[src/rtl/control_unit.sv]
// Hardwired multi-cycle control sequencer: fetch (T0-T2), decode (T3), execute/writeback (T4-T6), HALT.
// Outputs are a Moore decode of the state register and IR. A state change takes one clock.
// Memory backpressure: T1 holds Read/MDRin until mem_ready. Optional mul/div path is gated by CU_MULDIV_EN.
module control_unit (
  input  logic        clock,
  input  logic        clear,
  input  logic        run,
  input  logic [31:0] IR,
  input  logic        mem_ready,
  output logic        PCout,
  output logic        MDRout,
  output logic        Zlowout,
  output logic        Zhighout,
  output logic        PCin,
  output logic        IncPC,
  output logic        MARin,
  output logic        MDRin,
  output logic        IRin,
  output logic        Yin,
  output logic        ZLowIn,
  output logic        ZHighIn,
  output logic        HIin,
  output logic        LOin,
  output logic        Read,
  output logic        Rout_en,
  output logic [3:0]  Rout_sel,
  output logic        Rin_en,
  output logic [3:0]  Rin_sel,
  output logic [4:0]  opcode,
  output logic        halted,
  output logic        illegal
);

  typedef enum logic [3:0] {
    S_IDLE = 4'd0,
    S_T0   = 4'd1,
    S_T1   = 4'd2,
    S_T2   = 4'd3,
    S_T3   = 4'd4,
    S_T4   = 4'd5,
    S_T5   = 4'd6,
`ifdef CU_MULDIV_EN
    S_T6   = 4'd7,
`endif
    S_HALT = 4'd8
  } state_t;

  localparam logic [4:0] OP_ALU_LO = 5'b00011;
  localparam logic [4:0] OP_ALU_HI = 5'b01011;
  localparam logic [4:0] OP_NEG    = 5'b10001;
  localparam logic [4:0] OP_NOT    = 5'b10010;
  localparam logic [4:0] OP_HALT   = 5'b11011;
`ifdef CU_MULDIV_EN
  localparam logic [4:0] OP_MUL    = 5'b10000;
  localparam logic [4:0] OP_DIV    = 5'b01111;
`endif

  state_t     state_q, state_d;
  logic       illegal_q, illegal_d;

  logic [4:0] ir_op;
  logic [3:0] ra, rb, rc;
  logic       is_binary, is_unary, is_muldiv, is_halt, supported;
  logic       unused_ir;

  assign ir_op     = IR[31:27];
  assign ra        = IR[26:23];
  assign rb        = IR[22:19];
  assign rc        = IR[18:15];
  // Low IR bits carry immediates this sequencer never looks at.
  assign unused_ir = ^IR[14:0];

  assign is_binary = (ir_op >= OP_ALU_LO) && (ir_op <= OP_ALU_HI);
  assign is_unary  = (ir_op == OP_NEG) || (ir_op == OP_NOT);
  assign is_halt   = (ir_op == OP_HALT);
`ifdef CU_MULDIV_EN
  assign is_muldiv = (ir_op == OP_MUL) || (ir_op == OP_DIV);
`else
  assign is_muldiv = 1'b0;
`endif
  assign supported = is_binary || is_unary || is_muldiv;

  // Next-state sequencing and sticky illegal-opcode flag.
  always_comb begin
    state_d   = state_q;
    illegal_d = illegal_q;
    unique case (state_q)
      S_IDLE:  if (run) state_d = S_T0;
      S_T0:    state_d = S_T1;
      S_T1:    if (mem_ready) state_d = S_T2;
      S_T2:    state_d = S_T3;
      S_T3: begin
        if (is_halt) begin
          state_d = S_HALT;
        end else if (!supported) begin
          illegal_d = 1'b1;
          state_d   = run ? S_T0 : S_IDLE;
        end else begin
          state_d = S_T4;
        end
      end
      S_T4:    state_d = S_T5;
      S_T5: begin
`ifdef CU_MULDIV_EN
        if (is_muldiv) state_d = S_T6;
        else           state_d = run ? S_T0 : S_IDLE;
`else
        state_d = run ? S_T0 : S_IDLE;
`endif
      end
`ifdef CU_MULDIV_EN
      S_T6:    state_d = run ? S_T0 : S_IDLE;
`endif
      S_HALT:  state_d = S_HALT;
      default: state_d = S_IDLE;
    endcase
  end

  // State register; clear low wins over every other input.
  always_ff @(posedge clock) begin
    if (!clear) begin
      state_q   <= S_IDLE;
      illegal_q <= 1'b0;
    end else begin
      state_q   <= state_d;
      illegal_q <= illegal_d;
    end
  end

  // Moore output decode: each state drives at most one bus source.
  always_comb begin
    PCout    = 1'b0;
    MDRout   = 1'b0;
    Zlowout  = 1'b0;
    Zhighout = 1'b0;
    PCin     = 1'b0;
    IncPC    = 1'b0;
    MARin    = 1'b0;
    MDRin    = 1'b0;
    IRin     = 1'b0;
    Yin      = 1'b0;
    ZLowIn   = 1'b0;
    ZHighIn  = 1'b0;
    HIin     = 1'b0;
    LOin     = 1'b0;
    Read     = 1'b0;
    Rout_en  = 1'b0;
    Rout_sel = 4'd0;
    Rin_en   = 1'b0;
    Rin_sel  = 4'd0;
    opcode   = 5'd0;
    halted   = 1'b0;
    unique case (state_q)
      S_T0: begin
        PCout = 1'b1;
        MARin = 1'b1;
        IncPC = 1'b1;
        PCin  = 1'b1;
      end
      S_T1: begin
        Read  = 1'b1;
        MDRin = 1'b1;
      end
      S_T2: begin
        MDRout = 1'b1;
        IRin   = 1'b1;
      end
      S_T3: begin
        // HALT and unsupported opcodes leave every enable low here.
        if (supported) begin
          Rout_en  = 1'b1;
          Rout_sel = rb;
          Yin      = 1'b1;
        end
      end
      S_T4: begin
        Rout_en  = 1'b1;
        Rout_sel = is_unary ? rb : rc;
        opcode   = ir_op;
        ZLowIn   = 1'b1;
        ZHighIn  = is_muldiv;
      end
      S_T5: begin
        Zlowout = 1'b1;
        if (is_muldiv) begin
          LOin = 1'b1;
        end else begin
          Rin_en  = 1'b1;
          Rin_sel = ra;
        end
      end
`ifdef CU_MULDIV_EN
      S_T6: begin
        Zhighout = 1'b1;
        HIin     = 1'b1;
      end
`endif
      S_HALT:  halted = 1'b1;
      default: ;
    endcase
  end

  assign illegal = illegal_q;

endmodule
[config.mk]
export PLATFORM = sky130hd
export DESIGN_NAME = control_unit
export DESIGN_NICKNAME = d
export VERILOG_FILES = /design/src/rtl/control_unit.sv
export SDC_FILE = /design/constraint.sdc
export NUM_CORES = 1
export LEC_CHECK = 0
export ABC_AREA = 0
export CORE_ASPECT_RATIO = 1.75
export CORE_MARGIN = 10
export CORE_UTILIZATION = 25
export DETAILED_ROUTE_END_ITERATION = 16
export GPL_TIMING_DRIVEN = 0
export PLACE_DENSITY = 0.79
export SETUP_SLACK_MARGIN = 0.05
export SYNTH_ARGS = -nofsm -noshare
export SYNTH_HDL_FRONTEND = slang
export SYNTH_SLANG_ARGS = --single-unit
[constraint.sdc]
create_clock -name clock -period 2.3 [get_ports clock]
set_input_delay 0.69 -clock clock [delete_from_list [all_inputs] [get_ports clock]]
set_output_delay 0.69 -clock clock [all_outputs]
set_load 0.05 [all_outputs]
==> results.sh, run 1 <==
export IMPL_p_per_area_mw_per_mm2=335
export IMPL_wirelength_mm=2.83
export IMPL_r2r_cells=4
export IMPL_clock_skew_ns=0.00539
export IMPL_clock_latency_ns=0.23
export IMPL_core_mm2=0.00246
export IMPL_syn2layout_area_growth_pct=123
export IMPL_rsz0062_at_grt="true"
export IMPL_finalWorstSetupSlack_ns=-0.341
export IMPL_ios=68
export IMPL_fmax_ghz=0.379
export IMPL_clkTransAtPathRegs_ns=0.04
export IMPL_holdWs_ns=0.464
export IMPL_timing_critical_path_to="Rout_sel[1]"
export IMPL_grt_pass1_wl_mm=4.51
export IMPL_cts_buffers=3
export IMPL_worstMarginPinSlew_ns=0.514
export IMPL_antenna_cells=0
export IMPL_r2r_end="illegal"
export IMPL_dieArea_mm2=0.00504
export IMPL_seq_area_frac_synth_pct=15.7
export IMPL_dpl_cell_count=162
export IMPL_critPathKind="in2out"
export IMPL_final_common_cell="buf_4"
export IMPL_cts_tree="built"
export IMPL_hpwl_mm=2.10
export IMPL_violations="negative setup slack"
export IMPL_startpoint_type="input port"
export IMPL_maxCapViolations=0
export IMPL_start_util_pct=25.8
export IMPL_viasPerCell=4.83
export IMPL_die_h_um=86.7
export IMPL_cp_end_kind="output pin"
export IMPL_synth_area_um2=636
export IMPL_grt_pass1_vias=979
export IMPL_synth_warnings=0
export IMPL_setup_viol=11
export IMPL_antenna_found_initial=0
export IMPL_clock_sinks=5
export IMPL_status="finished, violations left"
export IMPL_clk_root_buffer_cell="clkbuf_8"
export IMPL_fin_crit_ns=2.64
export IMPL_avgSynthCellArea_um2=7.48
export IMPL_yosys_top_cells_area="dfxtp_1 (16%), buf_4 (13%), and2_1 (8.9%)"
export IMPL_first_pass_iters=4
export IMPL_leakage_nw=0.618
export IMPL_initialDrtViolationCount=9
export IMPL_drc=0
export IMPL_worstPathArrival_ns=1.95
export IMPL_rrSetupSlack_ns=0.74
export IMPL_fillers=231
export IMPL_netlist_instances=85
export IMPL_crit_start="IR[27]"
export IMPL_yosys_area_top_type="dfxtp_1"
export IMPL_ant_nets=0
export IMPL_track_usage_pct=10.9
export IMPL_worst_path_max_fanout=3
export IMPL_final_layout_size_suffix_gt1_share_pct=57.4
export IMPL_yosys_area_top_type_share_pct=15.7
export IMPL_hp_class="reg2reg"
export IMPL_finalNetCount=185
export IMPL_gp_congestion=0.796
export IMPL_cts_buffer_depth=2
export IMPL_ctsHtreeMaxLevel=1
export IMPL_maxSlewViolCount=0
export IMPL_critPathRequiredTime_ns=1.61
export IMPL_ir_drop_mv=0.203
export IMPL_finalCritPeriodShare_pct=115
export IMPL_ys_types=28
export IMPL_relSlewSlack_pct=65.6
export IMPL_avgRoutedWirePerCell_um=16.3
export IMPL_grt_ovfl_total=0
export IMPL_stdcell_count=174
export IMPL_dieWidth_um=58.1
export IMPL_final_hold_violation_count=0
export IMPL_reg2reg_from="state_q[1]"
export IMPL_ys_ff_latch=5
export IMPL_vias=841
export IMPL_io_buffers=48
export IMPL_grt_start_max_net_pins=11
export IMPL_final_cell_mix="buf_4 (22), clkdlybuf4s50_1 (16), nand2_1 (15)"
export IMPL_core_rowCount=24
synthesized netlist by cell type:
cell type and count:
nand2_1 15, buf_4 11, and2_1 9, o21ai_0 6, dfxtp_1 5, mux2_2 4, buf_2 3, nand2b_1 3
nor3_1 3, nor3b_1 3, o21ai_1 3, a211oi_1 2, nor2_1 2, nor4b_4 2, a21oi_1 1, a41oi_1 1
and3b_1 1, and4bb_1 1, buf_6 1, conb_1 1, inv_1 1, mux2i_1 1, nand4_1 1, nor2b_1 1
nor4b_1 1, o41ai_1 1, or3_1 1, xnor2_1 1
worst max-delay path: stages:
cell     delay (ns)
buf_8          0.11
xnor2_4        0.13
nor4b_4        0.26
buf_4          0.20
mux2_4         0.31
o21ai_2        0.07
buf_6          0.18
registers in the layout, indices dropped and copies added, names as in the netlist:
name	count
state_q	4
illegal	1
worst min-delay path by stage:
stage,from,end,slack [ns],cells past startpoint
floorplan,illegal,illegal,0.67,2
global placement,illegal,illegal,0.46,2
detailed placement,illegal,illegal,0.44,2
CTS,illegal,illegal,0.46,2
global route,illegal,illegal,0.48,2
finish,illegal,illegal,0.46,2
area by class of cell:
type | count | area (um^2) | share of cell area, %
Clock inverter | 1 | 5.00 | 0.353
Multi-Input combinational cell | 67 | 589 | 41.6
Tap cell | 26 | 32.5 | 2.29
Sequential cell | 5 | 101 | 7.15
Inverter | 1 | 3.75 | 0.265
Clock buffer | 3 | 41.3 | 2.91
Buffer | 15 | 116 | 8.21
Timing Repair Buffer | 56 | 528 | 37.2
repair_timing:
| action | CTS | global route |
|---|---|---|
| setup endpoints to repair | 27 | 22 |
| pin swaps | 3 | 3 |
| buffers inserted | 5 | 3 |
| cloned | 0 | 0 |
| resized for setup | 169 | 43 |
| hold buffers | 0 | 0 |
where the power goes:
group	switching, mW	total (mW)	internal [mW]
logic	0.120	0.209	0.0890
clock network	0.0525	0.170	0.117
registers	0.00486	0.0965	0.0916
total	0.177	0.475	0.298
cells by family (layout without fill, tap and decap cells):
group | count (synthesis) | in the layout | share of synthesized area (%)
AO/OA/AOI/OAI | 14 | 14 | 13.0
XOR/XNOR | 1 | 1 | 1.38
buffers and inverters | 16 | 76 | 17.7
flip-flops | 5 | 5 | 15.7
multiplexers | 5 | 5 | 8.66
other | 1 | 4 | 0.590
AND/OR/NAND/NOR | 43 | 43 | 42.9
per-layer routing:
layer,track usage [%],vias up,share of wire [%]
met3,5.42,2,11
li1,-,408,-
met5,0,-,0
met4,3.43,0,0.74
met1,9.70,386,34
met2,20.4,45,54
through the flow:
step	total power [mW]	util (%)	setup slack, ns	setup TNS, ns	area, um^2
finish	0.475	57.6	-0.341	-1.67	1420
global route	0.495	57.6	-0.392	-2.36	1420
CTS	0.474	56.3	-0.332	-2.91	1390
detailed placement	0.292	50.4	-1.50	-15.62	1240
global placement	0.288	50.4	-1.49	-14.93	1240
floorplan	0.217	-	-0.505	-1.59	727
(Power assumes the default switching activity.)
==> inputs of run 2 (changes only) <==
--- a/config.mk
+++ b/config.mk
@@ -11,6 +11,7 @@
 export CORE_UTILIZATION = 25
 export DETAILED_ROUTE_END_ITERATION = 16
 export GPL_TIMING_DRIVEN = 0
+export MAX_ROUTING_LAYER = met4
 export PLACE_DENSITY = 0.79
 export SETUP_SLACK_MARGIN = 0.05
 export SYNTH_ARGS = -nofsm -noshare
==> results.sh, run 2 (synthesized netlist as in run 1, its figures left out) <==
export IMPL_first_pass_iters=4
export IMPL_antenna_found_initial=0
export IMPL_setup_viol=11
export IMPL_pre_cts_ws_ns=-1.50
export IMPL_r2r_cells=4
export IMPL_clk_root_buffer_cell="clkbuf_8"
export IMPL_fin_crit_ns=2.64
export IMPL_status="finished, violations left"
export IMPL_viasPerCell=4.85
export IMPL_ios=68
export IMPL_rrSetupSlack_ns=0.74
export IMPL_worstMarginPinSlew_ns=0.514
export IMPL_vias=844
export IMPL_cp_end_kind="output pin"
export IMPL_critPathKind="in2out"
export IMPL_cts_tree="built"
export IMPL_antenna_cells=0
export IMPL_drc=0
export IMPL_worst_path_max_fanout=3
export IMPL_final_common_cell="buf_4"
export IMPL_startpoint_type="input port"
export IMPL_fmax_ghz=0.379
export IMPL_dieWidth_um=58.1
export IMPL_relSlewSlack_pct=65.6
export IMPL_clock_latency_ns=0.23
export IMPL_io_buffers=48
export IMPL_ctsHtreeMaxLevel=1
export IMPL_wirelength_mm=2.84
export IMPL_final_layout_size_suffix_gt1_share_pct=57.4
export IMPL_grt_pass1_vias=983
export IMPL_finalCritPeriodShare_pct=115
export IMPL_die_h_um=86.7
export IMPL_ant_nets=0
export IMPL_maxCapViolations=0
export IMPL_worstPathArrival_ns=1.95
export IMPL_hp_class="reg2reg"
export IMPL_min_path_cells=2
export IMPL_rsz0062_at_grt="true"
export IMPL_clock_skew_ns=0.00513
export IMPL_initialDrtViolationCount=11
export IMPL_grt_start_max_net_pins=11
export IMPL_start_util_pct=25.8
export IMPL_slowest_stage="mux2_4"
export IMPL_leakage_nw=0.618
export IMPL_regMostFlops="state_q"
export IMPL_grtUsageMet3_pct=3.95
export IMPL_syn2layout_area_growth_pct=123
export IMPL_clkTransAtPathRegs_ns=0.04
export IMPL_grt_ovfl_total=0
export IMPL_gr_max_usage_layer="met2"
export IMPL_fillers=231
export IMPL_finalWorstSetupSlack_ns=-0.338
export IMPL_post_route_util_pct=57.6
export IMPL_track_usage_pct=11.2
export IMPL_finalNetCount=185
export IMPL_path_cells="buf_8, xnor2_4, nor4b_4, buf_4, mux2_4, o21ai_2, buf_6"
export IMPL_maxSlewViolCount=0
export IMPL_cts_buffer_depth=2
export IMPL_critPathRequiredTime_ns=1.61
export IMPL_met1_usage_pct=10.4
export IMPL_core_mm2=0.00246
export IMPL_avgRoutedWirePerCell_um=16.3
export IMPL_final_hold_violation_count=0
export IMPL_dieArea_mm2=0.00504
export IMPL_use_met2_pct=20.4
export IMPL_gp_congestion=0.808
export IMPL_core_rowCount=24
export IMPL_hpwl_mm=2.10
export IMPL_violations="negative setup slack"
export IMPL_slowest_delay_ns=0.31
export IMPL_final_cell_mix="buf_4 (22), clkdlybuf4s50_1 (16), nand2_1 (15)"
export IMPL_setup_tns_ns=-1.65
export IMPL_p_per_area_mw_per_mm2=335
export IMPL_ir_drop_mv=0.202
export IMPL_grt_pass1_wl_mm=4.49
export IMPL_clock_sinks=5
export IMPL_largest_register_ffs=4
export IMPL_cts_buffers=3
run 2: cell counts in the layout (fill, tap and decap cells not counted):
Identical to the previous run, type by type.
run 2: worst max-delay path: cells and delay by family:
family | cells | cell delay [ns]
AND/OR/NAND/NOR | 1 | 0.26
multiplexers | 1 | 0.31
buffers and inverters | 3 | 0.49
AO/OA/AOI/OAI | 1 | 0.07
XOR/XNOR | 1 | 0.13
run 2: report_power, final:
group,total [mW],leakage [nW],internal (mW),switching [mW]
combinational,0.209,0.552,0.0890,0.120
clock,0.169,0.0255,0.117,0.0520
sequential,0.0965,0.0410,0.0916,0.00487
run 2: final timing paths:
check             startpoint           to
setup / recovery      IR[27]  Rout_sel[1]
hold reg to reg      illegal      illegal
setup reg to reg  state_q[1]      illegal
hold / removal       illegal      illegal
run 2: cell type report:
cell class                 instances  area [um^2]  area share [%]
sequential                         5          101            7.15
clock inverter                     1         5.00           0.353
timing repair buffer              56          528            37.2
buffer                            15          116            8.21
clock buffer                       3         41.3            2.91
multi-input combinational         67          589            41.6
tap                               26         32.5            2.29
inverter                           1         3.75           0.265
run 2: routing by layer:
layer	up-vias	routed length, um
li1	409	-
met3	2	244
met2	49	1530
met5	-	0
met4	0	21
met1	384	1040
run 2: repair_timing:
| action | in CTS | in global routing |
|---|---|---|
| gates resized for setup | 169 | 43 |
| pin swaps | 3 | 3 |
| setup buffers | 5 | 3 |
| hold buffers | 0 | 0 |
| cloned | 0 | 0 |
| endpoints found under the setup margin | 27 | 22 |
run 2: metrics by stage:
stage / hold WS, ns / instance area [um^2] / std cells / power, mW
detailed placement: 0.443 / 1240 / 162 / 0.292
global placement: 0.458 / 1240 / 162 / 0.288
floorplan: 0.668 / 727 / 88 / 0.217
global route: 0.482 / 1420 / 174 / 0.495
CTS: 0.459 / 1390 / 171 / 0.474
finish: 0.463 / 1420 / 174 / 0.474
==> inputs of run 3 (changes only) <==
==> constraint.sdc (replaced) <==
create_clock -name clock -period 2.4 [get_ports clock]
set_input_delay 0.72 -clock clock [delete_from_list [all_inputs] [get_ports clock]]
set_output_delay 0.72 -clock clock [all_outputs]
set_load 0.05 [all_outputs]
==> results.sh, run 3 (synthesized netlist as in run 1, its figures left out) <==
export IMPL_hpwl_mm=2.00
export IMPL_ir_drop_mv=0.190
export IMPL_fin_crit_ns=2.62
export IMPL_p_per_area_mw_per_mm2=324
export IMPL_die_h_um=86.7
export IMPL_grt_start_max_net_pins=11
export IMPL_start_util_pct=25.8
export IMPL_finalWorstSetupSlack_ns=-0.222
export IMPL_slowest_stage="mux2_4"
export IMPL_dieArea_mm2=0.00504
export IMPL_grt_pass1_wl_mm=4.01
export IMPL_final_cell_mix="buf_4 (19), clkdlybuf4s50_1 (16), nand2_1 (15)"
export IMPL_avgRoutedWirePerCell_um=14.0
export IMPL_regArea_um2=100
export IMPL_cp_end_kind="output pin"
export IMPL_final_common_cell="buf_4"
export IMPL_pwr_share_seq_pct=21.1
export IMPL_ctsHtreeMaxLevel=1
export IMPL_grt_pass1_vias=860
export IMPL_gp_congestion=0.667
export IMPL_syn2layout_area_growth_pct=112
export IMPL_cts_buffers=3
export IMPL_ant_nets=0
export IMPL_critPathKind="in2out"
export IMPL_first_pass_iters=3
export IMPL_io_buffers=48
export IMPL_pre_cts_ws_ns=-1.43
export IMPL_comb_power_share_pct=43.6
export IMPL_path_buf_inv=3
export IMPL_core_mm2=0.00246
export IMPL_viasPerCell=4.65
export IMPL_worst_path_max_fanout=6
export IMPL_crit_top_cell="buf_6"
export IMPL_dieWidth_um=58.1
export IMPL_cts_buffer_depth=2
export IMPL_switchingPower_mw=0.155
export IMPL_track_usage_pct=9.83
export IMPL_vias=796
export IMPL_leakage_nw=0.598
export IMPL_fmax_ghz=0.381
export IMPL_placed_area_mm2=0.00121
export IMPL_slowest_delay_ns=0.32
export IMPL_maxCapViolations=0
export IMPL_violations="negative setup slack"
export IMPL_initialDrtViolationCount=2
export IMPL_setup_viol=6
export IMPL_drc=0
export IMPL_multi_input_area_um2=561
export IMPL_internal_power_mw=0.283
export IMPL_worstPathArrival_ns=1.90
export IMPL_core_rowCount=24
export IMPL_startpoint_type="input port"
export IMPL_worstMarginPinSlew_ns=0.506
export IMPL_final_layout_size_suffix_gt1_share_pct=54.5
export IMPL_hp_class="reg2reg"
export IMPL_ios=68
export IMPL_path_cells="buf_8, xnor2_4, nor4b_4, buf_6, mux2_4, o21ai_4, buf_6"
export IMPL_stdcell_count=171
export IMPL_status="finished, violations left"
export IMPL_clock_skew_ns=0.000564
export IMPL_antenna_found_initial=0
export IMPL_maxSlewViolCount=0
export IMPL_regMostFlops="state_q"
export IMPL_largest_register_ffs=4
export IMPL_clkTransAtPathRegs_ns=0.04
export IMPL_finalCritPeriodShare_pct=109
export IMPL_relSlewSlack_pct=66.2
export IMPL_rsz0062_at_grt="true"
export IMPL_rrSetupSlack_ns=0.86
export IMPL_grt_ovfl_total=0
export IMPL_dpl_cell_count=162
export IMPL_hold_buffers=0
export IMPL_final_cell_area_mm2=0.00135
export IMPL_finalNetCount=182
export IMPL_fillers=241
export IMPL_critPathRequiredTime_ns=1.68
export IMPL_cts_tree="built"
export IMPL_holdWs_ns=0.451
export IMPL_swShare_pct=35.4
export IMPL_wirelength_mm=2.40
export IMPL_clock_sinks=5
export IMPL_antenna_cells=0
export IMPL_pwr_share_clk_pct=35.3
export IMPL_final_hold_violation_count=0
export IMPL_clk_root_buffer_cell="clkbuf_8"
export IMPL_path_delay_family="buffers and inverters"
export IMPL_clock_latency_ns=0.22
==> run 3: path summary, 6_finish.rpt <==
kind / from / to / cells past startpoint
worst min-delay path: illegal / illegal / 2
worst max register to register: state_q[2] / illegal / 4
worst max-delay path: IR[28] / Rout_sel[1] / 7
worst min register to register: illegal / illegal / 2
==> run 3: through the flow <==
stage / TNS [ns] / utilization [%] / total power, mW
2_1_floorplan: -1.82 / - / 0.204
3_3_place_gp: -13.26 / 49.0 / 0.272
3_5_place_dp: -13.70 / 49.0 / 0.275
4_1_cts: -1.24 / 53.7 / 0.442
5_1_grt: -1.34 / 54.8 / 0.458
6_report: -1.06 / 54.8 / 0.438
==> run 3: power by group through the flow <==
stage          logic (mW)  registers [mW]  clock network, mW
2_1_floorplan       0.111          0.0929                  0
3_3_place_gp        0.179          0.0927                  0
3_5_place_dp        0.182          0.0932                  0
4_1_cts             0.192          0.0920              0.158
5_1_grt             0.204          0.0923              0.161
6_report            0.191          0.0921              0.154
==> run 3: tightest hold or removal path, delay by kind of cell (launching register included) <==
| kind | cells | cell delay [ns] |
|---|---|---|
| DFF | 1 | 0.32 |
| and+or+nand+nor | 1 | 0.05 |
| AOI/OAI and AO/OA | 1 | 0.05 |
==> run 3: layout make-up <==
class | instances | share of cell area [%]
plain buffers | 15 | 8.62
clock buffers | 4 | 3.34
inverters | 1 | 0.278
multi-input cells | 67 | 41.5
flip-flops and latches | 5 | 7.41
well taps | 26 | 2.41
repair buffers | 53 | 36.4
==> run 3: what timing repair did <==
action	4_1_cts	5_1_grt
cloned	0	0
gates resized for setup	162	27
endpoints found under the setup margin	27	24
pin swaps	3	4
buffers inserted	4	1
==> run 3: layer usage <==
layer	wire [um]	global-route usage [%]
met2	1110	16.1
met4	12	2.58
met3	268	4.39
met5	0	-
met1	1010	10.4
